===== config.mk =====
export PLATFORM = sky130hd
export DESIGN_NAME = hazard_fwd_ctrl
export DESIGN_NICKNAME = d
export VERILOG_FILES = /design/src/rtl/hazard_fwd_ctrl.sv
export SDC_FILE = /design/constraint.sdc
export NUM_CORES = 1
export LEC_CHECK = 0
export ABC_AREA = 1
export ABC_CLOCK_PERIOD_IN_PS = 1500
export CORE_MARGIN = 1.5
export CORE_UTILIZATION = 47
export DETAILED_ROUTE_END_ITERATION = 10
export GPL_TIMING_DRIVEN = 0
export PLACE_DENSITY = 0.79
export SYNTH_ARGS = -nofsm -noshare
export SYNTH_HDL_FRONTEND = slang
export SYNTH_SLANG_ARGS = --single-unit

===== constraint.sdc =====
create_clock -name clk -period 1.5 [get_ports clk]
set_input_delay 0.15 -clock clk [delete_from_list [all_inputs] [get_ports clk]]
set_output_delay 0.15 -clock clk [all_outputs]
set_load 0.01 [all_outputs]

===== src/rtl/hazard_fwd_ctrl.sv =====
// Hazard/forwarding controller driving stall, flush and operand-select inputs of the ID/EX register.
// Define HAZARD_FWD_EN to enable operand forwarding; otherwise every dependency is resolved by stalling.
module hazard_fwd_ctrl #(
    parameter int FLUSH_CYCLES = 1,
    parameter int RF_BYPASS    = 1
) (
    input  logic       clk,
    input  logic       clr,
    input  logic       en,
    input  logic [4:0] id_rs,
    input  logic [4:0] id_rt,
    input  logic       id_use_rs,
    input  logic       id_use_rt,
    input  logic [4:0] id_rd,
    input  logic       id_wreg,
    input  logic       id_load,
    input  logic       ex_branch_taken,
    output logic [1:0] fwd_a,
    output logic [1:0] fwd_b,
    output logic       stall,
    output logic       flush,
    output logic [1:0] state_o
);

    typedef enum logic [1:0] {
        RUN   = 2'd0,
        STALL = 2'd1,
        FLUSH = 2'd2
    } state_t;

    state_t     state, state_nxt;
    logic [1:0] cnt, cnt_nxt;

    logic [4:0] sh_ex_rd, sh_mem_rd, sh_wb_rd;
    logic       sh_ex_wreg, sh_mem_wreg, sh_wb_wreg;
    logic       sh_ex_load, sh_mem_load, sh_wb_load;

    // Total stall cycles the current ID instruction needs; 0 means it may issue now.
    logic [1:0] need;
    logic [1:0] fwd_a_raw, fwd_b_raw;

    function automatic logic match(input logic wreg, input logic [4:0] rd,
                                   input logic [4:0] r, input logic use_r);
        return wreg && (rd == r) && (r != 5'd0) && use_r;
    endfunction

    logic ex_a, ex_b, mem_a, mem_b, wb_a, wb_b;

    always_comb begin
        ex_a  = match(sh_ex_wreg,  sh_ex_rd,  id_rs, id_use_rs);
        ex_b  = match(sh_ex_wreg,  sh_ex_rd,  id_rt, id_use_rt);
        mem_a = match(sh_mem_wreg, sh_mem_rd, id_rs, id_use_rs);
        mem_b = match(sh_mem_wreg, sh_mem_rd, id_rt, id_use_rt);
        wb_a  = match(sh_wb_wreg,  sh_wb_rd,  id_rs, id_use_rs);
        wb_b  = match(sh_wb_wreg,  sh_wb_rd,  id_rt, id_use_rt);
    end

`ifdef HAZARD_FWD_EN
    logic unused_bits;
    assign unused_bits = &{1'b0, sh_mem_load, sh_wb_load, wb_a, wb_b, (RF_BYPASS != 0)};

    always_comb begin
        need      = ((ex_a || ex_b) && sh_ex_load) ? 2'd1 : 2'd0;
        fwd_a_raw = (ex_a && !sh_ex_load) ? 2'd1 : (mem_a ? 2'd2 : 2'd0);
        fwd_b_raw = (ex_b && !sh_ex_load) ? 2'd1 : (mem_b ? 2'd2 : 2'd0);
    end
`else
    logic unused_bits;
    assign unused_bits = &{1'b0, sh_ex_load, sh_mem_load, sh_wb_load};

    // Youngest producer dictates the longest wait; WB only matters without regfile write-through.
    always_comb begin
        need      = 2'd0;
        fwd_a_raw = 2'd0;
        fwd_b_raw = 2'd0;
        if (ex_a || ex_b)
            need = (RF_BYPASS != 0) ? 2'd2 : 2'd3;
        else if (mem_a || mem_b)
            need = (RF_BYPASS != 0) ? 2'd1 : 2'd2;
        else if ((wb_a || wb_b) && (RF_BYPASS == 0))
            need = 2'd1;
    end
`endif

    always_comb begin
        stall     = 1'b0;
        flush     = 1'b0;
        state_nxt = state;
        cnt_nxt   = cnt;
        if (ex_branch_taken) begin
            flush = 1'b1;
            if (FLUSH_CYCLES > 1) begin
                state_nxt = FLUSH;
                cnt_nxt   = 2'(FLUSH_CYCLES - 1);
            end else begin
                state_nxt = RUN;
                cnt_nxt   = 2'd0;
            end
        end else begin
            case (state)
                RUN: begin
                    if (need != 2'd0) begin
                        stall     = 1'b1;
                        state_nxt = STALL;
                        cnt_nxt   = need - 2'd1;
                    end
                end
                // The instruction issues during the final STALL cycle once cnt has run out.
                STALL: begin
                    if (cnt != 2'd0) begin
                        stall   = 1'b1;
                        cnt_nxt = cnt - 2'd1;
                    end else begin
                        state_nxt = RUN;
                    end
                end
                FLUSH: begin
                    flush = 1'b1;
                    if (cnt <= 2'd1) begin
                        state_nxt = RUN;
                        cnt_nxt   = 2'd0;
                    end else begin
                        cnt_nxt = cnt - 2'd1;
                    end
                end
                default: begin
                    state_nxt = RUN;
                    cnt_nxt   = 2'd0;
                end
            endcase
        end
    end

    always_comb begin
        fwd_a   = (stall || flush) ? 2'd0 : fwd_a_raw;
        fwd_b   = (stall || flush) ? 2'd0 : fwd_b_raw;
        state_o = state;
    end

    always_ff @(posedge clk) begin
        if (clr) begin
            state       <= RUN;
            cnt         <= 2'd0;
            sh_ex_rd    <= 5'd0;
            sh_ex_wreg  <= 1'b0;
            sh_ex_load  <= 1'b0;
            sh_mem_rd   <= 5'd0;
            sh_mem_wreg <= 1'b0;
            sh_mem_load <= 1'b0;
            sh_wb_rd    <= 5'd0;
            sh_wb_wreg  <= 1'b0;
            sh_wb_load  <= 1'b0;
        end else if (en) begin
            state       <= state_nxt;
            cnt         <= cnt_nxt;
            sh_wb_rd    <= sh_mem_rd;
            sh_wb_wreg  <= sh_mem_wreg;
            sh_wb_load  <= sh_mem_load;
            sh_mem_rd   <= sh_ex_rd;
            sh_mem_wreg <= sh_ex_wreg;
            sh_mem_load <= sh_ex_load;
            if (stall || flush) begin
                sh_ex_rd   <= 5'd0;
                sh_ex_wreg <= 1'b0;
                sh_ex_load <= 1'b0;
            end else begin
                sh_ex_rd   <= id_rd;
                sh_ex_wreg <= id_wreg;
                sh_ex_load <= id_load;
            end
        end
    end

endmodule

After elaboration in Yosys (flattened, before gate mapping)
Cells that the tools add are included. W data, S select, Z words.

Word-level logic and storage cells: 61. Bits of input ports: 23. Register bits after elaboration: 16.

Reduce and logical (&&, ||, !) cells: 22. Eq/ne operators: 10. Mux-type cells: 20. Add/subtract/negate cells: 2. $lt $le $gt $ge: 1.

Operators by type and width (number): $eq A5 B5 Y1 (4); $mux W2 (9); $logic_and A1 B1 Y1 (12); $ne A3 B3 Y1 const B (4); $pmux W2 S3 (2); $reduce_bool A5 Y1 (2); $mux W1 (7); $mux W5 (1); $reduce_and A4 Y1 (1); $reduce_bool A2 Y1 (2); $sub A2 B1 Y2 const B (2); $logic_or A1 B1 Y1 (3); $reduce_and A3 Y1 (1); $eq A2 B1 Y1 const B (1); $eq A2 B2 Y1 const B (1); $le A2 B1 Y1 const B (1); $logic_not A2 Y1 (1); $pmux W1 S2 (1).

Logic depth before layout (Yosys ltp)
Gate-level depths: netlist of the first run.

Word-level depth: 13. Gate-level depth with buffers: 13. Mapped depth without buffers: 13.

Least setup slack after synthesis of the first run
No wires, ideal clock.

Path type: register -> register. Start point: register sh_mem_rd[0]. End point: register cnt[0]. Data required time: 1.376 ns. Cell stages (with the launch flop): 12. Data arrival time: 1.184 ns. Path slack: 0.191 ns. Library setup time: 0.124 ns. Path through: dfxtp_1 -> xnor2_1 -> nand2_1 -> nor2_1 -> nand3_1 -> nand2_1 -> nand2_2 -> nand3_4 -> nand3_4 -> nand2_1 -> o21a_1 -> nor2_1.

Cells in the longest elaborated chain, start to end: 11.

RTL lines: start: declaration (RTL line 34) `logic [4:0] sh_ex_rd, sh_mem_rd, sh_wb_rd;`; start signal: assignment (RTL line 159) `sh_mem_rd <= sh_ex_rd;`; $eq A5 B5 Y1 (RTL line 44) `return wreg && (rd == r) && (r != 5'd0) && use_r;`; $logic_and A1 B1 Y1 (3 in series) (RTL line 44); $logic_or A1 B1 Y1 * (RTL line 78) `else if (mem_a || mem_b)`; $mux W1 * (RTL line 78); $mux W2 * (RTL line 76) `if (ex_a || ex_b)`; $sub A2 B1 Y2 (RTL line 105) `cnt_nxt = need - 2'd1;`; $mux W2 (RTL line 102) `if (need != 2'd0) begin`; $pmux W2 S3 (RTL line 100) `case (state)`; $mux W2 (RTL line 90) `if (ex_branch_taken) begin`; end signal: assignment (RTL line 155) `cnt <= cnt_nxt;`; end: declaration (RTL line 32) `logic [1:0] cnt, cnt_nxt;`.

Mark *: on every way between the ends. The rest lies on a longest branch, timed or not. The select of a mux whose other input is x is not followed. A chain may end at the register's enable or synchronous reset.

Worst setup path in the final report of the first run
Start point: register sh_mem_rd[3]. End point: output port stall.

Cells in the longest elaborated chain, start to end: 11.

RTL lines: $eq A5 B5 Y1 (RTL line 44); $logic_and A1 B1 Y1 (3 in series) (RTL line 44); $logic_or A1 B1 Y1 * (RTL line 78); $mux W1 * (RTL line 78); $mux W2 * (RTL line 76); $reduce_bool A2 Y1 * (RTL line 102); $mux W1 * (RTL line 102); $pmux W1 S2 * (RTL line 100); $mux W1 * (RTL line 90); end: declaration (RTL line 20) `output logic stall,`.

Mark *: on every way between the ends. The rest lies on a longest branch, timed or not.

==> results of run 1 <==
-- synth_stat cells --
cell type                  count  share of area (%)
sky130_fd_sc_hd__nand2_2       3                1.7
sky130_fd_sc_hd__inv_2         2               0.69
sky130_fd_sc_hd__nand3_4       2                3.2
sky130_fd_sc_hd__dfxtp_1      15                 28
sky130_fd_sc_hd__nand2_4       1                1.0
sky130_fd_sc_hd__a21oi_1      13                6.0
sky130_fd_sc_hd__nand2_1      41                 14
sky130_fd_sc_hd__o21ai_0      14                6.4
sky130_fd_sc_hd__o21ai_1       1               0.46
sky130_fd_sc_hd__conb_1        1               0.34
sky130_fd_sc_hd__xor2_1        7                5.6
sky130_fd_sc_hd__nor2_1       22                7.6
sky130_fd_sc_hd__inv_1        22                7.6
sky130_fd_sc_hd__buf_4         6                4.1
sky130_fd_sc_hd__nand3_1      22                 10
sky130_fd_sc_hd__clkbuf_1      3                1.0
sky130_fd_sc_hd__xnor2_1       1               0.81
sky130_fd_sc_hd__o21a_1        1               0.69
sky130_fd_sc_hd__o21bai_1      1               0.69
-- flip-flops by register name, indices dropped and copies added, names as in the netlist --
signal       flops
sh_mem_wreg      1
sh_ex_wreg       1
sh_ex_rd         5
sh_mem_rd        5
cnt              2
state_o          1
-- how the worst max path moves through the flow --
stage,from,slack (ns),end
after global placement,id_rt[0],-0.62,stall
after floorplan,sh_mem_rd[0],0.19,cnt[0]
after global routing,sh_mem_rd[4],-0.36,stall
after detailed placement,id_rt[0],-0.64,stall
final,sh_mem_rd[3],-0.24,stall
after CTS,sh_mem_rd[0],-0.17,stall
-- power groups by stage --
stage	registers (mW)	clock network, mW	logic, mW
after floorplan	0.442	0	0.129
after global placement	0.446	0	0.211
after detailed placement	0.447	0	0.217
after CTS	0.441	0.239	0.221
after global routing	0.442	0.264	0.270
final	0.440	0.233	0.245
-- layout make-up --
class / count / area, µm²
Multi-Input combinational cell: 134 / 772
Fill cell: 184 / 607
Sequential cell: 15 / 324
Timing Repair Buffer: 31 / 280
Inverter: 24 / 90.1
Buffer: 9 / 56.3
Tap cell: 28 / 35.0
Clock buffer: 4 / 26.3
-- metrics by stage --
stage          instance area [µm²]  total power [mW]  worst slack [ns]
2_1_floorplan                 1100             0.571             0.191
3_3_place_gp                  1370             0.658            -0.620
3_5_place_dp                  1370             0.664            -0.640
4_1_cts                       1480             0.902            -0.171
5_1_grt                       1580             0.976            -0.358
6_report                      1580             0.918            -0.245
-- cell usage in the layout, fill, tap and decap left out --
cell and n:
sky130_fd_sc_hd__xnor2_2 1, sky130_fd_sc_hd__nor2_4 1, sky130_fd_sc_hd__dfxtp_4 4, sky130_fd_sc_hd__inv_1 16, sky130_fd_sc_hd__buf_4 13, sky130_fd_sc_hd__buf_6 1, sky130_fd_sc_hd__a21oi_2 7, sky130_fd_sc_hd__nand3_2 9
sky130_fd_sc_hd__o21ai_1 2, sky130_fd_sc_hd__dfxtp_1 4, sky130_fd_sc_hd__nand2_2 7, sky130_fd_sc_hd__xor2_1 7, sky130_fd_sc_hd__clkbuf_4 3, sky130_fd_sc_hd__inv_2 8, sky130_fd_sc_hd__o21ai_0 13, sky130_fd_sc_hd__a21oi_1 6
sky130_fd_sc_hd__conb_1 5, sky130_fd_sc_hd__nor2_2 2, sky130_fd_sc_hd__o21a_1 1, sky130_fd_sc_hd__clkdlybuf4s50_1 12, sky130_fd_sc_hd__nand2_4 3, sky130_fd_sc_hd__dlygate4sd2_1 9, sky130_fd_sc_hd__nand3_4 2, sky130_fd_sc_hd__nand3_1 13
sky130_fd_sc_hd__nor2_1 19, sky130_fd_sc_hd__o21bai_1 1, sky130_fd_sc_hd__dlymetal6s2s_1 1, sky130_fd_sc_hd__buf_2 1, sky130_fd_sc_hd__dfxtp_2 7, sky130_fd_sc_hd__nand2_1 35, sky130_fd_sc_hd__clkbuf_1 4
-- what timing repair did --
action | 4_1_cts | 5_1_grt
resized for setup | 37 | 30
setup endpoints to repair | 8 | 11
setup buffers | 7 | 4
pin swaps | 11 | 22
-- layer usage --
layer | global-route usage (%) | vias up | share of wire [%]
met1 | 27.0 | 545 | 44
met2 | 36.1 | 38 | 49
met4 | 10.4 | 0 | 1.8
met3 | 3.22 | 6 | 4.9
met5 | 0 | - | 0
li1 | - | 638 | -
-- worst max-delay path: cells and delay by family (launching register included) --
family | cells | cell delay, ns
XOR/XNOR | 1 | 0.16
buffers and inverters | 2 | 0.17
AND/OR/NAND/NOR | 6 | 0.61
flip-flops | 1 | 0.37
-- cells by family (layout without fill, tap and decap cells) --
family,count (synthesis),in the layout,synth area share [%]
AO/OA/AOI/OAI,30,30,14.3
XOR/XNOR,8,8,6.44
buffers and inverters,33,68,13.5
flip-flops,15,15,27.6
other,1,5,0.345
AND/OR/NAND/NOR,91,91,37.9
==> reports/qor.tcl, run 1 <==
set qor(power_density_nw_per_um2) 579
set qor(synth_seq_cells) 15
set qor(grt.total_usage_pct) 21.6
set qor(cp.arrival_ns) 1.59
set qor(synthesis.yosys.warnings) 0
set qor(combinationalPowerShare_pct) 26.7
set qor(cts_tree) {built}
set qor(gp_routability_congestion) 0.887
set qor(drtPass1Iterations) 4
set qor(synthToLayoutAreaGrowth_pct) 45.7
set qor(r2r_cells) 12
set qor(internal_power_mw) 0.634
set qor(grt_pass1_wl_mm) 4.25
set qor(die_w_um) 51.1
set qor(power_switching_share_pct) 30.9
set qor(critical_path.endpoint_type) {primary output}
set qor(die_height_um) 51.1
set qor(drtIter0Drc) 36
set qor(synthesized_area_per_cell_um2) 6.11
set qor(design.core.area_um2) 2190
set qor(avgViaCountPerCell) 5.01
set qor(diodes_inserted) 0
set qor(cpPeakStageDelay_ns) 0.37
set qor(wl_mm) 2.90
set qor(fin_worst_hold_slack_ns) 0.235
set qor(min_path_cells) 2
set qor(synth_seq_area_share_pct) 27.6
set qor(top_fanout_value_on_the_critical_path) 4
set qor(rsz0062_at_grt) {true}
set qor(max_slew.worst_pin.slew_ns) 0.522
set qor(cts_max_path_buffers) 2
set qor(number_of_global_route_vias_before_repair) 997
set qor(clockPowerShare_pct) 25.4
set qor(synthesis.area_um2) 1090
set qor(final_count_of_negative_setup_slack_endpoints) 10
set qor(rr_startpoint) {sh_mem_rd[3]}
set qor(grt_overflow) 0
set qor(cts.hold.buffers_added) 0
set qor(timing.critical_path.mode_cell) {sky130_fd_sc_hd__nand3_2}
set qor(layout_min_cycle_time_ns) 1.74
set qor(final_critical_path_setup_slack_ns) -0.245
set qor(cts.reportedPaths.clkPinSlew_ns) 0.09
set qor(post_route_clock_period_utilization_pct) 116
set qor(yosys.cell_types.count) 19
set qor(final_stage_net_count) 241
set qor(critPathKind) {reg2out}
set qor(ant_nets) 0
set qor(switching_power_mw) 0.284
set qor(row_count) 17
set qor(detailed_route_wire_length_per_cell_um) 11.8
set qor(drcViolationCount) 0
set qor(number_of_max_cap_violations) 0
set qor(place_hpwl_mm) 1.99
set qor(pin_count) 31
set qor(worst-endpoint-required_ns) 1.35
set qor(hold_path_class) {in2reg}
set qor(flop2flop_setup_slack_ns) -0.20
set qor(max-vdd-ir-drop_v) 0.000558
set qor(sinks_on_the_clock_net) 15
set qor(final-instance-count-excl-fill) 245
set qor(place.detailed.instances) 233
set qor(cts_buf_count) 3
set qor(post_synth_inst_count) 178
set qor(final_core_utilization_pct) 72.3
set qor(holdCritStartpoint) {clr}
set qor(number_of_antenna_violations_at_the_first_check_in_global_routing) 0
set qor(totalNegativeSetupSlack_ns) -1.59
set qor(start_util_pct) 49.6
set qor(buffer_ports.inserted) 23
set qor(die_area_um2) 2610
set qor(crit_chain) {xor2_1, nor2_1, nand3_1, nand2_2, nand3_2, nand3_2, nand2_1, inv_1, buf_2}
set qor(seq_power_share_pct) 47.9
set qor(htree_levels) 1
set qor(slowest_stage) {sky130_fd_sc_hd__dfxtp_4}
set qor(worst_rel_slew_slack_pct) 65.2
set qor(drv_slew) 0
set qor(worst_setup_skew_after_layout_ns) 0.00622
set qor(critPathLaunchType) {flip-flop}
set qor(clock_latency_on_the_worst_skew_pair_ns) 0.29
set qor(hold_path_end) {cnt[0]}
set qor(routed-via-count) 1227
set qor(cts_root_buf) {sky130_fd_sc_hd__clkbuf_4}
set qor(drive_above_1_share_pct) 31.8
set qor(terminus_of_the_critical_flop_to_flop_path) {cnt[0]}
set qor(failing_checks) {setup timing}
set qor(final_hold_viol_count) 0
set qor(run_status) {finished with violations}
set qor(power.static_leakage_nw) 0.766
set qor(grt_start_max_net_pins) 11
set qor(achievable-frequency_mhz) 573
Note: power is estimated with default switching activity, not from simulation.
==> run 2, diff against run 1 <==
--- a/config.mk
+++ b/config.mk
@@ -12,6 +12,8 @@
 export DETAILED_ROUTE_END_ITERATION = 10
 export GPL_TIMING_DRIVEN = 0
 export PLACE_DENSITY = 0.79
+export SETUP_SLACK_MARGIN = 0.4
+export SLEW_MARGIN = 30
 export SYNTH_ARGS = -nofsm -noshare
 export SYNTH_HDL_FRONTEND = slang
 export SYNTH_SLANG_ARGS = --single-unit
==> reports/qor.tcl, run 2 (same netlist as run 1, synthesis figures left out) <==
set qor(critPathLaunchType) {flip-flop}
set qor(run_status) {finished with violations}
set qor(final_hold_viol_count) 0
set qor(avgViaCountPerCell) 4.98
set qor(number_of_global_route_vias_before_repair) 1111
set qor(number_of_antenna_violations_at_the_first_check_in_global_routing) 0
set qor(pin_count) 31
set qor(clock_latency_on_the_worst_skew_pair_ns) 0.30
set qor(grt_pass1_wl_mm) 4.71
set qor(cts_buf_count) 3
set qor(grt.total_usage_pct) 24.0
set qor(die_w_um) 51.1
set qor(ant_nets) 0
set qor(cts.hold.buffers_added) 0
set qor(die_height_um) 51.1
set qor(max-vdd-ir-drop_v) 0.000411
set qor(drv_slew) 0
set qor(rsz0062_at_grt) {true}
set qor(place_hpwl_mm) 2.04
set qor(cp.arrival_ns) 1.64
set qor(drtPass1Iterations) 4
set qor(buffer_ports.inserted) 23
set qor(cts.reportedPaths.clkPinSlew_ns) 0.10
set qor(largestRegisters) {sh_ex_rd (5), sh_mem_rd (5), cnt (2)}
set qor(die_area_um2) 2610
set qor(hold_path_class) {in2reg}
set qor(layout_min_cycle_time_ns) 1.79
set qor(drive_above_1_share_pct) 29.2
set qor(slowest_stage) {sky130_fd_sc_hd__dfxtp_4}
set qor(cts_root_buf) {sky130_fd_sc_hd__clkbuf_4}
set qor(start_util_pct) 49.6
set qor(achievable-frequency_mhz) 558
set qor(failing_checks) {setup timing}
set qor(final_stage_net_count) 243
set qor(layout.cells.most_common) {sky130_fd_sc_hd__nand2_1}
set qor(gp_routability_congestion) 0.899
set qor(final_count_of_negative_setup_slack_endpoints) 10
set qor(min_path_cells) 2
set qor(htree_levels) 1
set qor(worst_setup_skew_after_layout_ns) 0.0189
set qor(sinks_on_the_clock_net) 15
set qor(wl_mm) 3.04
set qor(final_critical_path_setup_slack_ns) -0.291
set qor(power_density_nw_per_um2) 585
set qor(post_route_clock_period_utilization_pct) 119
set qor(detailed_route_wire_length_per_cell_um) 12.3
set qor(worst-endpoint-required_ns) 1.35
set qor(most-common-layout-cells) {39 x sky130_fd_sc_hd__nand2_1, 19 x sky130_fd_sc_hd__nor2_1, 17 x sky130_fd_sc_hd__nand3_1}
set qor(fin_worst_hold_slack_ns) 0.175
set qor(row_count) 17
set qor(critPathKind) {reg2out}
set qor(diodes_inserted) 0
set qor(drtIter0Drc) 33
set qor(grt_overflow) 0
set qor(routed-via-count) 1231
set qor(design.core.area_um2) 2190
set qor(final_core_utilization_pct) 71.6
set qor(grt_start_max_net_pins) 11
set qor(synthToLayoutAreaGrowth_pct) 44.3
set qor(crit_chain) {o21ai_0, nor2_1, nand3_1, nand2_2, nand3_1, nand3_2, nand2_2, inv_2, buf_6}
set qor(power.static_leakage_nw) 0.802
set qor(cpPeakStageDelay_ns) 0.37
set qor(r2r_cells) 12
set qor(critical_path.endpoint_type) {primary output}
set qor(number_of_max_cap_violations) 0
set qor(drcViolationCount) 0
set qor(cts_tree) {built}
set qor(cts_max_path_buffers) 2
set qor(top_fanout_value_on_the_critical_path) 5
==> run 2: metrics by stage <==
step	total power, mW	setup TNS [ns]	std cells	setup slack, ns	area (µm²)
final	0.918	-1.51	247	-0.291	1570
after global routing	0.975	-2.61	247	-0.402	1570
after CTS	0.908	-0.947	245	-0.201	1510
after detailed placement	0.665	-3.56	233	-0.668	1370
after global placement	0.659	-2.69	233	-0.622	1370
after floorplan	0.572	0	182	0.222	1110
==> run 2: routing by layer <==
layer  vias up  track usage, %  part of all wire [%]
met5         -               0                     0
met4         0            9.01                   2.4
met3         8            3.51                   3.9
met2        39            41.6                    49
met1       548            29.9                    45
li1        636               -                     -
==> run 2: final cells by class <==
type                       count  area, µm²
clock buffer                   3       22.5
timing repair buffer          33        317
inverter                      24       90.1
tap                           28       35.0
buffer                         9       58.8
sequential                    15        323
multi-input combinational    134        718
clock inverter                 1       5.00
fill                         183        622
==> run 2: critical path: cells and delay by family (launching register included) <==
family,cells,cell delay [ns]
AOI/OAI and AO/OA,1,0.28
buffers and inverters,2,0.14
DFF,1,0.37
and+or+nand+nor,6,0.57
==> run 2: timing repair <==
item,in CTS,in global routing
pin swaps,15,13
setup buffers,8,2
endpoints found under the setup margin,16,13
resized for setup,47,15
==> run 2: worst paths after layout <==
check	startpoint	endpoint	slack, ns
setup / recovery	sh_ex_rd[0]	stall	-0.29
hold / removal	clr	cnt[0]	0.18
setup reg to reg	sh_mem_rd[0]	cnt[1]	-0.21
hold reg to reg	sh_mem_rd[2]	sh_mem_rd[2]	0.49
==> run 2: report_power, final <==
group          leakage [nW]  switching, mW  internal (mW)
sequential            0.128         0.0249          0.414
clock                0.0177          0.139         0.0993
combinational         0.656          0.126          0.114
total                 0.802          0.290          0.627
==> run 3, diff against run 2 <==
--- a/config.mk
+++ b/config.mk
@@ -11,6 +11,7 @@
 export CORE_UTILIZATION = 47
 export DETAILED_ROUTE_END_ITERATION = 10
 export GPL_TIMING_DRIVEN = 0
+export HOLD_SLACK_MARGIN = 0.12
 export PLACE_DENSITY = 0.79
 export SETUP_SLACK_MARGIN = 0.4
 export SLEW_MARGIN = 30
==> results of run 3 <==
Same layout as run 2: the final DEF is identical, and so are final timing and power.
